<file path="src/rtl/pio_poll_pkg.sv">
// Shared types and constants for the PIO edge poller.
// Latency: n/a (declarations only).
// Backpressure: n/a. Build option PIO_POLL_TIMESTAMP_EN selects timestamped events.
package pio_poll_pkg;

    typedef enum logic [1:0] {
        IDLE   = 2'd0,
        RD_REQ = 2'd1,
        RD_CAP = 2'd2,
        CLR    = 2'd3
    } state_t;

    localparam logic [1:0] PIO_ADDR_DATA = 2'd0;
    localparam logic [1:0] PIO_ADDR_EDGE = 2'd3;

`ifdef PIO_POLL_TIMESTAMP_EN
    localparam bit TS_EN = 1'b1;
`else
    localparam bit TS_EN = 1'b0;
`endif

endpackage

</file>
<file path="src/rtl/pio_evt_fifo.sv">
// Synchronous show-ahead FIFO; pop_data is the head entry whenever empty=0.
// Latency: a push is visible on pop_data/level the cycle after the push edge.
// Backpressure: push ignored when full, pop ignored when empty; full is pre-pop.
module pio_evt_fifo #(
    parameter int WIDTH = 8,
    parameter int DEPTH = 16,
    localparam int AW = $clog2(DEPTH),
    localparam int LW = $clog2(DEPTH + 1)
) (
    input  logic             clk,
    input  logic             reset_n,
    input  logic             push,
    input  logic [WIDTH-1:0] push_data,
    input  logic             pop,
    output logic [WIDTH-1:0] pop_data,
    output logic             full,
    output logic             empty,
    output logic [LW-1:0]    level
);

    logic [WIDTH-1:0] mem [DEPTH];
    logic [AW-1:0]    wr_ptr;
    logic [AW-1:0]    rd_ptr;
    logic             push_ok;
    logic             pop_ok;

    assign full     = (level == LW'(DEPTH));
    assign empty    = (level == '0);
    assign push_ok  = push && !full;
    assign pop_ok   = pop && !empty;
    // Zero when empty so the stream output never shows stale storage.
    assign pop_data = empty ? '0 : mem[rd_ptr];

    // Storage array write port; contents need no reset.
    always_ff @(posedge clk) begin
        if (push_ok) begin
            mem[wr_ptr] <= push_data;
        end
    end

    // Pointers and occupancy; DEPTH is a power of two so pointers wrap naturally.
    always_ff @(posedge clk or negedge reset_n) begin
        if (!reset_n) begin
            wr_ptr <= '0;
            rd_ptr <= '0;
            level  <= '0;
        end else begin
            if (push_ok) wr_ptr <= wr_ptr + AW'(1);
            if (pop_ok)  rd_ptr <= rd_ptr + AW'(1);
            case ({push_ok, pop_ok})
                2'b10:   level <= level + LW'(1);
                2'b01:   level <= level - LW'(1);
                default: level <= level;
            endcase
        end
    end

endmodule

</file>
<file path="src/rtl/pio_edge_poller.sv">
// Avalon-MM master polling a PIO edge-capture register, clearing seen bits, queueing non-zero masks.
// Latency: RD_REQ to evt_valid is 3 cycles; a poll is POLL_DIV+3 cycles (POLL_DIV+2 for zero mask).
// Backpressure: evt stream is valid/ready; a full FIFO drops the event and sets sticky overflow.
// Build option PIO_POLL_TIMESTAMP_EN prefixes each event with a free-running TS_W timestamp.
module pio_edge_poller
    import pio_poll_pkg::*;
#(
    parameter int DATA_W     = 8,
    parameter int FIFO_DEPTH = 16,
    parameter int POLL_DIV   = 4,
    parameter int TS_W       = 16,
    localparam int EVT_W = DATA_W + (TS_EN ? TS_W : 0),
    localparam int LVL_W = $clog2(FIFO_DEPTH + 1)
) (
    input  logic             clk,
    input  logic             reset_n,
    input  logic             enable,
    output logic [1:0]       avm_address,
    output logic             avm_chipselect,
    output logic             avm_write_n,
    output logic [31:0]      avm_writedata,
    input  logic [31:0]      avm_readdata,
    output logic             evt_valid,
    output logic [EVT_W-1:0] evt_data,
    input  logic             evt_ready,
    output logic [LVL_W-1:0] fifo_level,
    output logic             overflow,
    input  logic             ovf_clr
);

    localparam int CNT_W = (POLL_DIV > 1) ? $clog2(POLL_DIV) : 1;

    state_t            state;
    state_t            state_nxt;
    logic [CNT_W-1:0]  poll_cnt;
    logic [CNT_W-1:0]  poll_cnt_nxt;
    logic [DATA_W-1:0] mask;
    logic [DATA_W-1:0] rd_mask;
    logic [EVT_W-1:0]  evt_word;
    logic              fifo_full;
    logic              fifo_empty;
    logic              push_evt;
    logic              drop_evt;

    // Only the edge-capture field of the readdata bus is meaningful.
    assign rd_mask = avm_readdata[DATA_W-1:0];

    generate
        if (DATA_W < 32) begin : g_rd_hi
            logic unused_rd_hi;
            assign unused_rd_hi = ^avm_readdata[31:DATA_W];
        end
    endgenerate

    // Fullness is sampled before any same-cycle pop, so a full FIFO always drops.
    assign push_evt = (state == CLR) && !fifo_full;
    assign drop_evt = (state == CLR) && fifo_full;

    // FSM state, poll divider and captured mask.
    always_ff @(posedge clk or negedge reset_n) begin
        if (!reset_n) begin
            state    <= IDLE;
            poll_cnt <= '0;
            mask     <= '0;
        end else begin
            state    <= state_nxt;
            poll_cnt <= poll_cnt_nxt;
            if (state == RD_CAP) mask <= rd_mask;
        end
    end

    // Next-state and Avalon drive; the bus idles at the data address, deselected.
    always_comb begin
        state_nxt      = state;
        poll_cnt_nxt   = poll_cnt;
        avm_address    = PIO_ADDR_DATA;
        avm_chipselect = 1'b0;
        avm_write_n    = 1'b1;
        avm_writedata  = '0;
        case (state)
            IDLE: begin
                if (!enable) begin
                    poll_cnt_nxt = '0;
                end else if (poll_cnt == CNT_W'(POLL_DIV - 1)) begin
                    poll_cnt_nxt = '0;
                    state_nxt    = RD_REQ;
                end else begin
                    poll_cnt_nxt = poll_cnt + CNT_W'(1);
                end
            end
            RD_REQ: begin
                avm_address    = PIO_ADDR_EDGE;
                avm_chipselect = 1'b1;
                state_nxt      = RD_CAP;
            end
            RD_CAP: begin
                avm_address = PIO_ADDR_EDGE;
                state_nxt   = (rd_mask == '0) ? IDLE : CLR;
            end
            CLR: begin
                // Write back exactly what was read; later edges on other bits survive.
                avm_address    = PIO_ADDR_EDGE;
                avm_chipselect = 1'b1;
                avm_write_n    = 1'b0;
                avm_writedata  = 32'(mask);
                state_nxt      = IDLE;
            end
            default: state_nxt = IDLE;
        endcase
    end

    // Sticky overflow; a drop in the same cycle wins over the clear request.
    always_ff @(posedge clk or negedge reset_n) begin
        if (!reset_n) begin
            overflow <= 1'b0;
        end else if (drop_evt) begin
            overflow <= 1'b1;
        end else if (ovf_clr) begin
            overflow <= 1'b0;
        end
    end

`ifdef PIO_POLL_TIMESTAMP_EN
    logic [TS_W-1:0] ts_cnt;
    logic [TS_W-1:0] ts_cap;

    // Free-running timestamp, captured alongside the mask read.
    always_ff @(posedge clk or negedge reset_n) begin
        if (!reset_n) begin
            ts_cnt <= '0;
            ts_cap <= '0;
        end else begin
            ts_cnt <= ts_cnt + TS_W'(1);
            if (state == RD_CAP) ts_cap <= ts_cnt;
        end
    end

    assign evt_word = {ts_cap, mask};
`else
    assign evt_word = mask;
`endif

    assign evt_valid = !fifo_empty;

    pio_evt_fifo #(
        .WIDTH (EVT_W),
        .DEPTH (FIFO_DEPTH)
    ) u_fifo (
        .clk       (clk),
        .reset_n   (reset_n),
        .push      (push_evt),
        .push_data (evt_word),
        .pop       (evt_valid && evt_ready),
        .pop_data  (evt_data),
        .full      (fifo_full),
        .empty     (fifo_empty),
        .level     (fifo_level)
    );

endmodule

</file>
<file path="config.mk">
export PLATFORM = sky130hd
export DESIGN_NAME = pio_edge_poller
export DESIGN_NICKNAME = d
export VERILOG_FILES = /design/src/rtl/pio_poll_pkg.sv /design/src/rtl/pio_evt_fifo.sv /design/src/rtl/pio_edge_poller.sv
export SDC_FILE = /design/constraint.sdc
export NUM_CORES = 1
export LEC_CHECK = 0
export BUFFER_PORTS_ARGS = -buffer_cell sky130_fd_sc_hd__buf_2
export CAP_MARGIN = 20
export CORE_ASPECT_RATIO = 0.9
export CORE_UTILIZATION = 38
export DETAILED_ROUTE_END_ITERATION = 12
export HOLD_SLACK_MARGIN = 0.03
export PLACE_DENSITY = 0.62
export SLEW_MARGIN = 5
export SYNTH_ARGS = -nofsm -noshare
export SYNTH_HDL_FRONTEND = slang
export SYNTH_SLANG_ARGS = --single-unit
</file>
<file path="constraint.sdc">
create_clock -name clk -period 3 [get_ports clk]
set_input_delay 0.15 -clock clk [delete_from_list [all_inputs] [get_ports clk]]
set_output_delay 0.15 -clock clk [all_outputs]
set_load 0.05 [all_outputs]
</file>
==> results of run 1 <==
layout make-up:
class	count	area, um2
Fill cell	1480	9200
Clock buffer	17	425
Sequential cell	154	4500
Tap cell	235	294
Multi-Input combinational cell	202	1870
Clock inverter	15	188
Inverter	8	30.0
Timing Repair Buffer	76	500
power by group through the flow:
stage	registers, mW	logic (mW)	clock network, mW
2_1_floorplan	3.23	2.33	0
3_3_place_gp	3.39	2.84	0
3_5_place_dp	3.44	2.87	0
4_1_cts	3.39	2.89	2.23
5_1_grt	3.45	3.08	2.31
6_report	3.38	2.86	2.18
path summary, 6_finish.rpt:
| kind | cells after the start | slack (ps) | startpoint | end |
|---|---|---|---|---|
| worst max-delay path | 11 | 220 | u_fifo.level[3] | u_fifo.level[4] |
| worst max register to register | 11 | 220 | u_fifo.level[3] | u_fifo.level[4] |
| max in group asynchronous | 2 | 2290 | reset_n | u_fifo.level[1] |
| min in group asynchronous | 2 | 280 | reset_n | evt_word[2] |
| worst min register to register | 2 | 500 | poll_cnt[1] | poll_cnt[1] |
| worst min-delay path | 3 | 90 | evt_ready | u_fifo.rd_ptr[3] |
cell families after synthesis:
family,Yosys count
DFF,154
and+or+nand+nor,68
muxes,58
buffers and inverters,56
AOI/OAI and AO/OA,32
adders and majority gates,10
xor gates and xnor gates,10
other,1
per-stage QoR:
| step | area [um2] | hold slack [ps] | utilization, % | std cells | power [mW] |
|---|---|---|---|---|---|
| 3_3_place_gp | 7080 | 200 | 41.7 | 664 | 6.22 |
| 2_1_floorplan | 6740 | -146 | - | 412 | 5.56 |
| 6_report | 7810 | 93.1 | 45.9 | 707 | 8.43 |
| 3_5_place_dp | 7080 | 207 | 41.7 | 664 | 6.30 |
| 5_1_grt | 7810 | 76.2 | 45.9 | 707 | 8.84 |
| 4_1_cts | 7810 | 71.7 | 45.9 | 707 | 8.52 |
routing by layer:
metal  vias up  share of wire [%]  wire length, um  track usage, %
li1       1602                  -                -               -
met5         -                  0                0               0
met2       130                 45             5810            22.9
met3        10                7.6              984            3.67
met1      1750                 46             5940            22.1
met4         0               0.96              123            5.12
timing repair:
action | CTS | global route
hold buffers | 11 | 0
endpoints found under the setup margin | 0 | 0
endpoints found under the hold margin | 38 | 0
worst max-delay path: cells and delay by family, from the launching register on:
family          cells  cell delay [ps]
buf+inv             1               80
simple gates        6             1250
compound gates      1              210
flops               1              430
xor+xnor            1              180
fa+ha+maj           2              520
sequential cells by signal, indices dropped and copies added, names as in the netlist:
| signal | flops |
|---|---|
| u_fifo.mem | 128 |
| poll_cnt | 2 |
| state | 2 |
| u_fifo.rd_ptr | 4 |
| overflow | 1 |
| u_fifo.level | 5 |
| evt_word | 8 |
| u_fifo.wr_ptr | 4 |
cells in the mapped netlist, types with 7 or more instances:
cell type,count,area (um2)
mux2i_1,8,80.1
dfrtp_1,26,651
xnor2_1,7,61.3
mux4_2,23,518
edfxtp_1,128,3840
nand2_1,16,60.1
clkbuf_1,9,33.8
inv_1,8,30.0
and3_1,10,62.6
mux4_1,9,236
a21oi_1,11,55.1
buf_4,29,218
nor2_1,16,60.1
ha_1,10,125
mux2_2,18,203
o21ai_0,11,55.1
cell usage in the layout, fill, tap and decap left out, drive strengths merged, types with 12 or more instances in the layout:
cell    instances
edfxtp        128
o21ai          15
buf            65
conb           24
nor2           16
inv            13
dfrtp          26
nand2          16
mux4           32
a21oi          12
clkbuf         17
mux2           18
==> results.yml, run 1 <==
synth:
  yosysWarnings: 0
  synth_edf_count: 128
  yosys_register_bits: 154
  synthMuxAreaShare_pct: 15.6
  syn_area_mm2: 0.00666
  syn_avg_cell_area_um2: 17.1
  yosys.area_share.simple_pct: 5.39
  synthFlopType: "edfxtp_1"
  synth-compound-area-share_pct: 2.61
  seq_area_frac_synth_pct: 67.5
  synthAdderAreaFrac_pct: 1.88
  synth_top_family_by_area: "multiplexers"
  yosysUniqueCellTypes: 45
  synthXorXnorAreaFrac_pct: 1.32
  async_reset_ff_share_pct: 16.9
  netlist_instances: 389
timing:
  fin_skew_ps: 10.7
  setup_viol: 0
  timing.final.crit_share_pct: 92.7
  period_needed_ps: 2780
  hold_viol_final: 0
  tightest_slew_ps: 732
  relSlewSlack_pct: 51.2
  drv_slew: 0
  timing.final.ws_setup_ps: 218
  rsz0062_at_grt: "no"
  fmax_mhz: 359
  setup_tns_ps: 0
clock_network:
  clk_pin_slew_ps: 60
  ctsResizeCount: 0
  cts_tree: "yes"
  root_buffer: "clkbuf_16"
  cts.sinks: 154
  cts_max_level: 4
  numCtsBuffers: 17
  cts_setup_buffers: 0
  clock_latency_ps: 420
  cts_max_path_buffers: 2
pwr:
  p_int_mw: 5.24
  switchingPower_mw: 3.18
  pwr-share-seq_pct: 40.1
  p_comb_share_pct: 33.9
  p_per_area_mw_per_mm2: 1080
  p_sw_share_pct: 37.8
  p_leak_nw: 2.86
  power_frac_clock_pct: 25.9
  ir_drop_uv: 652
layout:
  synthToLayoutAreaGrowth_pct: 17.3
  nets: 506
  antennaDiodeCount: 0
  drive_gt1_share_pct: 29.7
detailed_routing:
  via_per_inst: 4.94
  drt-total-wl_mm: 12.9
  drc_errors: 0
  dr.pass1.iters: 4
  num_vias: 3492
  routedWlPerCell_um: 18.2
  drt-initial-drc-count: 297
  drtAntennaViolNets: 0
placement:
  post-place-ws_ps: 208
  port-buffer-count: 39
  finalWeightedCongestion: 0.779
  dp.final_hpwl_mm: 8.19
floorplan:
  fp.dieArea_mm2: 0.0181
  core_mm2: 0.0170
  fp.dieH_um: 128
  num_rows: 45
  pin_count: 88
  die_x_um: 142
  start_util_pct: 39.1
setup_path:
  critPathCaptureType: "register"
  cp_cell_sequence: "nor4_2 -> nand2b_1 -> nand2_1 -> inv_1 -> ha_1 -> xor2_1 -> ha_1 -> o211ai_1 -> nor4_1 -> nand4b_1 -> or3_1"
  crit_top_cell: "ha_1"
  path_class: "register to register"
  max_stage_delay_ps: 440
  crit_path_start_kind: "register"
  arrival_ps: 3080
  critPathRequiredTime_ps: 3290
  slowest_stage: "nor4_2"
  cp_max_fo: 7
grt:
  gr-total-overflow: 0
  antenna_found_initial: 0
  grt_usage_pct: 15.3
  grt_pass1_vias: 3471
  grt_pass1_wl_mm: 19.6
  grt_max_degree: 27
outcome:
  status: "completed"
min_path:
  min_path_type: "input pin to register"
run:
  cap_viol_max_count: 0
Note: power is estimated with default switching activity, not from simulation.
==> run 2: changes to the inputs <==
ABC_AREA = 1   (was default)
SKIP_LAST_GASP = 1   (was default)
==> run 2 against run 1 <==
  * Sequential power down 4%
  * Largest cell class unchanged
  * Global-route usage is 2.1 points higher
  * Final cell count grew 34%
  * Area after synthesis is 3.3% higher
  * Non-clock buffer count shrank 15
  * Utilization is 1.4 points lower
  * Sequential cell count is the same
==> results.yml, run 2 <==
outcome:
  status: "completed"
setup_path:
  path_class: "register to register"
  reg2regPathDepth: 12
  critPathCaptureType: "register"
  crit_path_start_kind: "register"
  critPathRequiredTime_ps: 3270
  r2r_start: "u_fifo.level[0]"
  arrival_ps: 2930
  cp_max_fo: 9
  r2r-end: "u_fifo.level[2]"
  r2r_slack_ps: 330
timing:
  timing.final.crit_share_pct: 89.0
  hold_viol_final: 0
  timing.final.ws_setup_ps: 331
  relSlewSlack_pct: 40.4
  period_needed_ps: 2670
  drv_slew: 0
  rsz0062_at_grt: "no"
  setup_tns_ps: 0
  fmax_mhz: 375
  fin_skew_ps: 8.77
  tightest_slew_ps: 891
  setup_viol: 0
clock_network:
  cts_setup_buffers: 0
  cts_tree: "yes"
  clk_pin_slew_ps: 60
  cts_max_path_buffers: 2
  cts.sinks: 154
  ctsResizeCount: 0
  numCtsBuffers: 17
  cts_max_level: 4
  clock_latency_ps: 420
  root_buffer: "clkbuf_16"
grt:
  grt_pass1_wl_mm: 23.5
  grt_util_met3_pct: 2.85
  grt.met1_usage_pct: 22.0
  gr-total-overflow: 0
  gr-usage-met2_pct: 28.8
  grt_max_degree: 35
  grt_pass1_vias: 4471
  grt_usage_pct: 17.5
  grt-busiest-layer: "met2"
  antenna_found_initial: 0
floorplan:
  num_rows: 46
  fp.dieArea_mm2: 0.0186
  fp.dieH_um: 130
  start_util_pct: 38.9
  core_mm2: 0.0177
  die_x_um: 144
  pin_count: 88
detailed_routing:
  drt-initial-drc-count: 345
  routedWlPerCell_um: 16.2
  via_per_inst: 4.92
  num_vias: 4663
  drt-total-wl_mm: 15.3
  dr.pass1.iters: 4
  drtAntennaViolNets: 0
  drc_errors: 0
synth:
  synth_area_leaders: "edfxtp_1 56%, nand2_1 11%, dfrtp_1 9.5%"
  seq_area_frac_synth_pct: 65.4
  netlist_instances: 648
  synthFlopType: "edfxtp_1"
  yosysMostFrequentCell: "nand2_1"
  synth_top_area_share_pct: 55.9
  yosysWarnings: 0
  syn_area_mm2: 0.00687
  yosysUniqueCellTypes: 26
  ys_top_cells_by_count: "206 x nand2_1, 128 x edfxtp_1, 111 x nand3_1"
  yosys_register_bits: 154
  synth_top_cell_by_area: "edfxtp_1"
  synth_edf_count: 128
  async_reset_ff_share_pct: 16.9
  syn_avg_cell_area_um2: 10.6
pwr:
  p_comb_share_pct: 39.0
  pwr-share-seq_pct: 36.7
  switchingPower_mw: 3.80
  p_sw_share_pct: 42.8
  power_frac_clock_pct: 24.2
  p_per_area_mw_per_mm2: 1130
  p_int_mw: 5.08
  ir_drop_uv: 453
  p_leak_nw: 3.18
layout:
  nets: 744
  layout.cells.non_filler: 948
  top_register: "u_fifo.mem"
  drive_gt1_share_pct: 12.6
  fin_area_mm2: 0.00786
  synthToLayoutAreaGrowth_pct: 14.4
  final_common_cell: "nand2_1"
  antennaDiodeCount: 0
  largest_reg_flops: 128
  final_cell_mix: "206 x nand2_1, 128 x edfxtp_1, 111 x nand3_1, 39 x buf_2"
min_path:
  min_path_type: "input pin to register"
  holdPathStages: 3
  hold_start: "avm_readdata[0]"
  hold_end: "evt_word[0]"
run:
  cap_viol_max_count: 0
placement:
  dp.final_hpwl_mm: 9.48
  port-buffer-count: 39
  dp.cells: 907
  finalWeightedCongestion: 0.858
  placed_area_mm2: 0.00716
  post-place-ws_ps: 427
## run 2: final cells by class
type	instances	area, um2
Sequential cell	154	4500
Fill cell	1653	9810
Timing Repair Buffer	61	400
Tap cell	240	300
Clock inverter	10	151
Multi-Input combinational cell	425	1940
Inverter	38	143
Clock buffer	20	437
## run 2: stage by stage
step	util, %	hold WS (ps)	total power [mW]
3_3_place_gp	40.5	177	6.65
4_1_cts	44.5	38.9	8.91
2_1_floorplan	-	-146	5.81
6_report	44.5	53.4	8.88
3_5_place_dp	40.5	193	6.75
5_1_grt	44.5	36.1	9.35
## run 2: worst max path at each step
stage	end	cells past startpoint	startpoint
after floorplan	u_fifo.level[4]	14	u_fifo.level[0]
after global placement	u_fifo.level[4]	12	u_fifo.level[0]
after detailed placement	u_fifo.level[2]	13	u_fifo.level[0]
after CTS	u_fifo.level[2]	13	u_fifo.level[0]
after global routing	u_fifo.level[2]	12	u_fifo.level[0]
final	u_fifo.level[2]	12	u_fifo.level[0]
## run 2: cell families after synthesis
kind of cell | after synthesis | synth area share (%)
DFF | 154 | 65.4
buffers and inverters | 92 | 7.72
other | 1 | 0.0546
adders and majority gates | 10 | 1.82
xor gates and xnor gates | 9 | 1.15
AOI/OAI and AO/OA | 29 | 2.24
and+or+nand+nor | 353 | 21.6
## run 2: power by group through the flow
stage | logic (mW) | registers (mW) | clock network (mW)
4_1_cts | 3.47 | 3.26 | 2.18
3_3_place_gp | 3.38 | 3.28 | 0
5_1_grt | 3.79 | 3.31 | 2.25
6_report | 3.47 | 3.26 | 2.15
2_1_floorplan | 2.59 | 3.22 | 0
3_5_place_dp | 3.45 | 3.30 | 0
## run 2: timing repair
item	in CTS	in global routing
endpoints found under the hold margin	38	0
hold buffers	11	0
endpoints found under the setup margin	0	0
## run 2: layer usage
layer	vias up	routed length (um)
li1	2235	-
met2	137	7600
met1	2258	6590
met5	-	0
met4	0	425
met3	33	699
## run 2: worst max-delay path: stages (launching register included)
cell and delay [ps]:
dfrtp_1 450, nor2_1 150, nand3_1 130, nor2_4 270
inv_2 70, nand2_2 80, inv_2 80, ha_1 300
xor2_1 200, ha_1 210, a21o_1 180, o21ai_0 240
o21ai_0 160
==> run 3: changes to the inputs <==
PLACE_DENSITY = 0.58   (was 0.62)
==> run 3 against run 2 <==
  * Non-clock buffer count is the same
  * Clock power grew 13%
  * Maximum frequency shrank 3.5%
  * Sequential power grew 4%
  * Worst hold slack gained 230 ps
  * First-iteration DRC count grew 21%
  * Die area is the same
  * Combinational power shrank 6.3%
  * Global-route usage shrank 0.48 points
  * Sequential cell count is the same
  * Critical path depth shrank 3
  * Final cell count grew 0.11%
  * Largest power group is now sequential cells
==> results.yml, run 3 (synthesized netlist as in run 2, its figures left out) <==
grt:
  antenna_found_initial: 0
  grt_pass1_wl_mm: 22.9
  grt_pass1_vias: 4194
  gr-total-overflow: 0
  grt_usage_pct: 17.0
  grt_max_degree: 41
layout:
  final_common_cell: "nand2_1"
  final_cell_mix: "206 x nand2_1, 128 x edfxtp_1, 111 x nand3_1, 39 x buf_2"
  synthToLayoutAreaGrowth_pct: 15.3
  drive_gt1_share_pct: 12.4
  largest_reg_flops: 128
  antennaDiodeCount: 0
  top_register: "u_fifo.mem"
  nets: 744
  fin_util_pct: 44.9
timing:
  drv_slew: 0
  timing.final.crit_share_pct: 92.2
  period_needed_ps: 2770
  fmax_mhz: 362
  setup_tns_ps: 0
  setup_viol: 0
  relSlewSlack_pct: 47.2
  fin_skew_ps: 6.87
  tightest_slew_ps: 789
  hold_viol_final: 0
  rsz0062_at_grt: "no"
floorplan:
  fp.dieH_um: 130
  pin_count: 88
  fp.dieArea_mm2: 0.0186
  core_mm2: 0.0177
  num_rows: 46
  die_x_um: 144
  start_util_pct: 38.9
detailed_routing:
  drc_errors: 0
  drt-total-wl_mm: 15.1
  dr.pass1.iters: 5
  drtAntennaViolNets: 0
  num_vias: 4598
  drt-initial-drc-count: 419
  routedWlPerCell_um: 15.9
  via_per_inst: 4.85
setup_path:
  r2r_start: "u_fifo.level[0]"
  path_class: "register to primary output"
  crit_path_start_kind: "register"
  crit_top_cell: "nand2_1"
  max_stage_delay_ps: 640
  critPathCaptureType: "primary output"
  slowest_stage: "dfrtp_4"
  cp_cell_sequence: "inv_2 -> buf_4 -> nand2_1 -> nand3_1 -> nand3_1 -> nand2_1 -> nand2_1 -> a21oi_1 -> buf_2"
  arrival_ps: 2620
  startpoint: "u_fifo.rd_ptr[0]"
  r2r_slack_ps: 470
  critPathRequiredTime_ps: 2850
  path_buf_inv: 3
  crit_family: "buffers and inverters"
  cp_max_fo: 40
clock_network:
  clk_pin_slew_ps: 60
  cts_setup_buffers: 0
  cts_max_path_buffers: 2
  root_buffer: "clkbuf_16"
  numCtsBuffers: 17
  cts_tree: "yes"
  clock_latency_ps: 420
  cts.sinks: 154
  cts_max_level: 4
min_path:
  min_path_type: "input pin to asynchronous set/reset pin"
outcome:
  status: "completed"
run:
  cap_viol_max_count: 0
pwr:
  p_per_area_mw_per_mm2: 1140
  ir_drop_uv: 495
  p_leak_nw: 3.22
  total_power_mw: 9.06
placement:
  port-buffer-count: 39
  finalWeightedCongestion: 0.836
  dp.final_hpwl_mm: 9.54
==> run 3: path summary, 6_finish.rpt <==
| check | end | cells after the start |
|---|---|---|
| max in group asynchronous | u_fifo.rd_ptr[0] | 2 |
| min reg2reg | overflow | 2 |
| max reg2reg | u_fifo.level[4] | 14 |
| min | u_fifo.level[1] | 2 |
| max | evt_data[0] | 9 |
| min in group clk | overflow | 3 |
==> run 3: routing by layer <==
metal / routed length, um / track usage (%) / vias up
met2: 7260 / 26.6 / 124
li1: - / - / 2235
met1: 6820 / 23.1 / 2215
met5: 0 / 0 / -
met3: 629 / 2.51 / 24
met4: 380 / 8.64 / 0
==> run 3: through the flow <==
| stage | std cells | instance area [um2] | hold slack (ps) | setup WS (ps) |
|---|---|---|---|---|
| after CTS | 949 | 7930 | 294 | 60.4 |
| after floorplan | 671 | 6960 | -146 | 399 |
| after global placement | 906 | 7140 | 194 | 547 |
| after global routing | 949 | 7930 | 362 | 43.3 |
| final | 949 | 7930 | 283 | 234 |
| after detailed placement | 906 | 7140 | 205 | 488 |
==> run 3: area by class of cell <==
type / instances / area (um2)
repair buffers: 61 / 390
multi-input cells: 425 / 1940
clock buffers: 21 / 440
flip-flops and latches: 154 / 4500
clock inverters: 10 / 221
inverters: 38 / 143
fillers: 1643 / 9740
well taps: 240 / 300
==> run 3: power by group <==
group / internal (mW) / switching [mW] / total, mW
logic: 0.862 / 2.39 / 3.25
clock network: 1.63 / 0.787 / 2.42
registers: 2.81 / 0.580 / 3.39
total: 5.30 / 3.75 / 9.06
==> run 3: what timing repair did <==
action,4_1_cts,5_1_grt
hold buffers,12,0
gates resized for setup,0,1
endpoints found under the setup margin,0,3
endpoints found under the hold margin,39,0
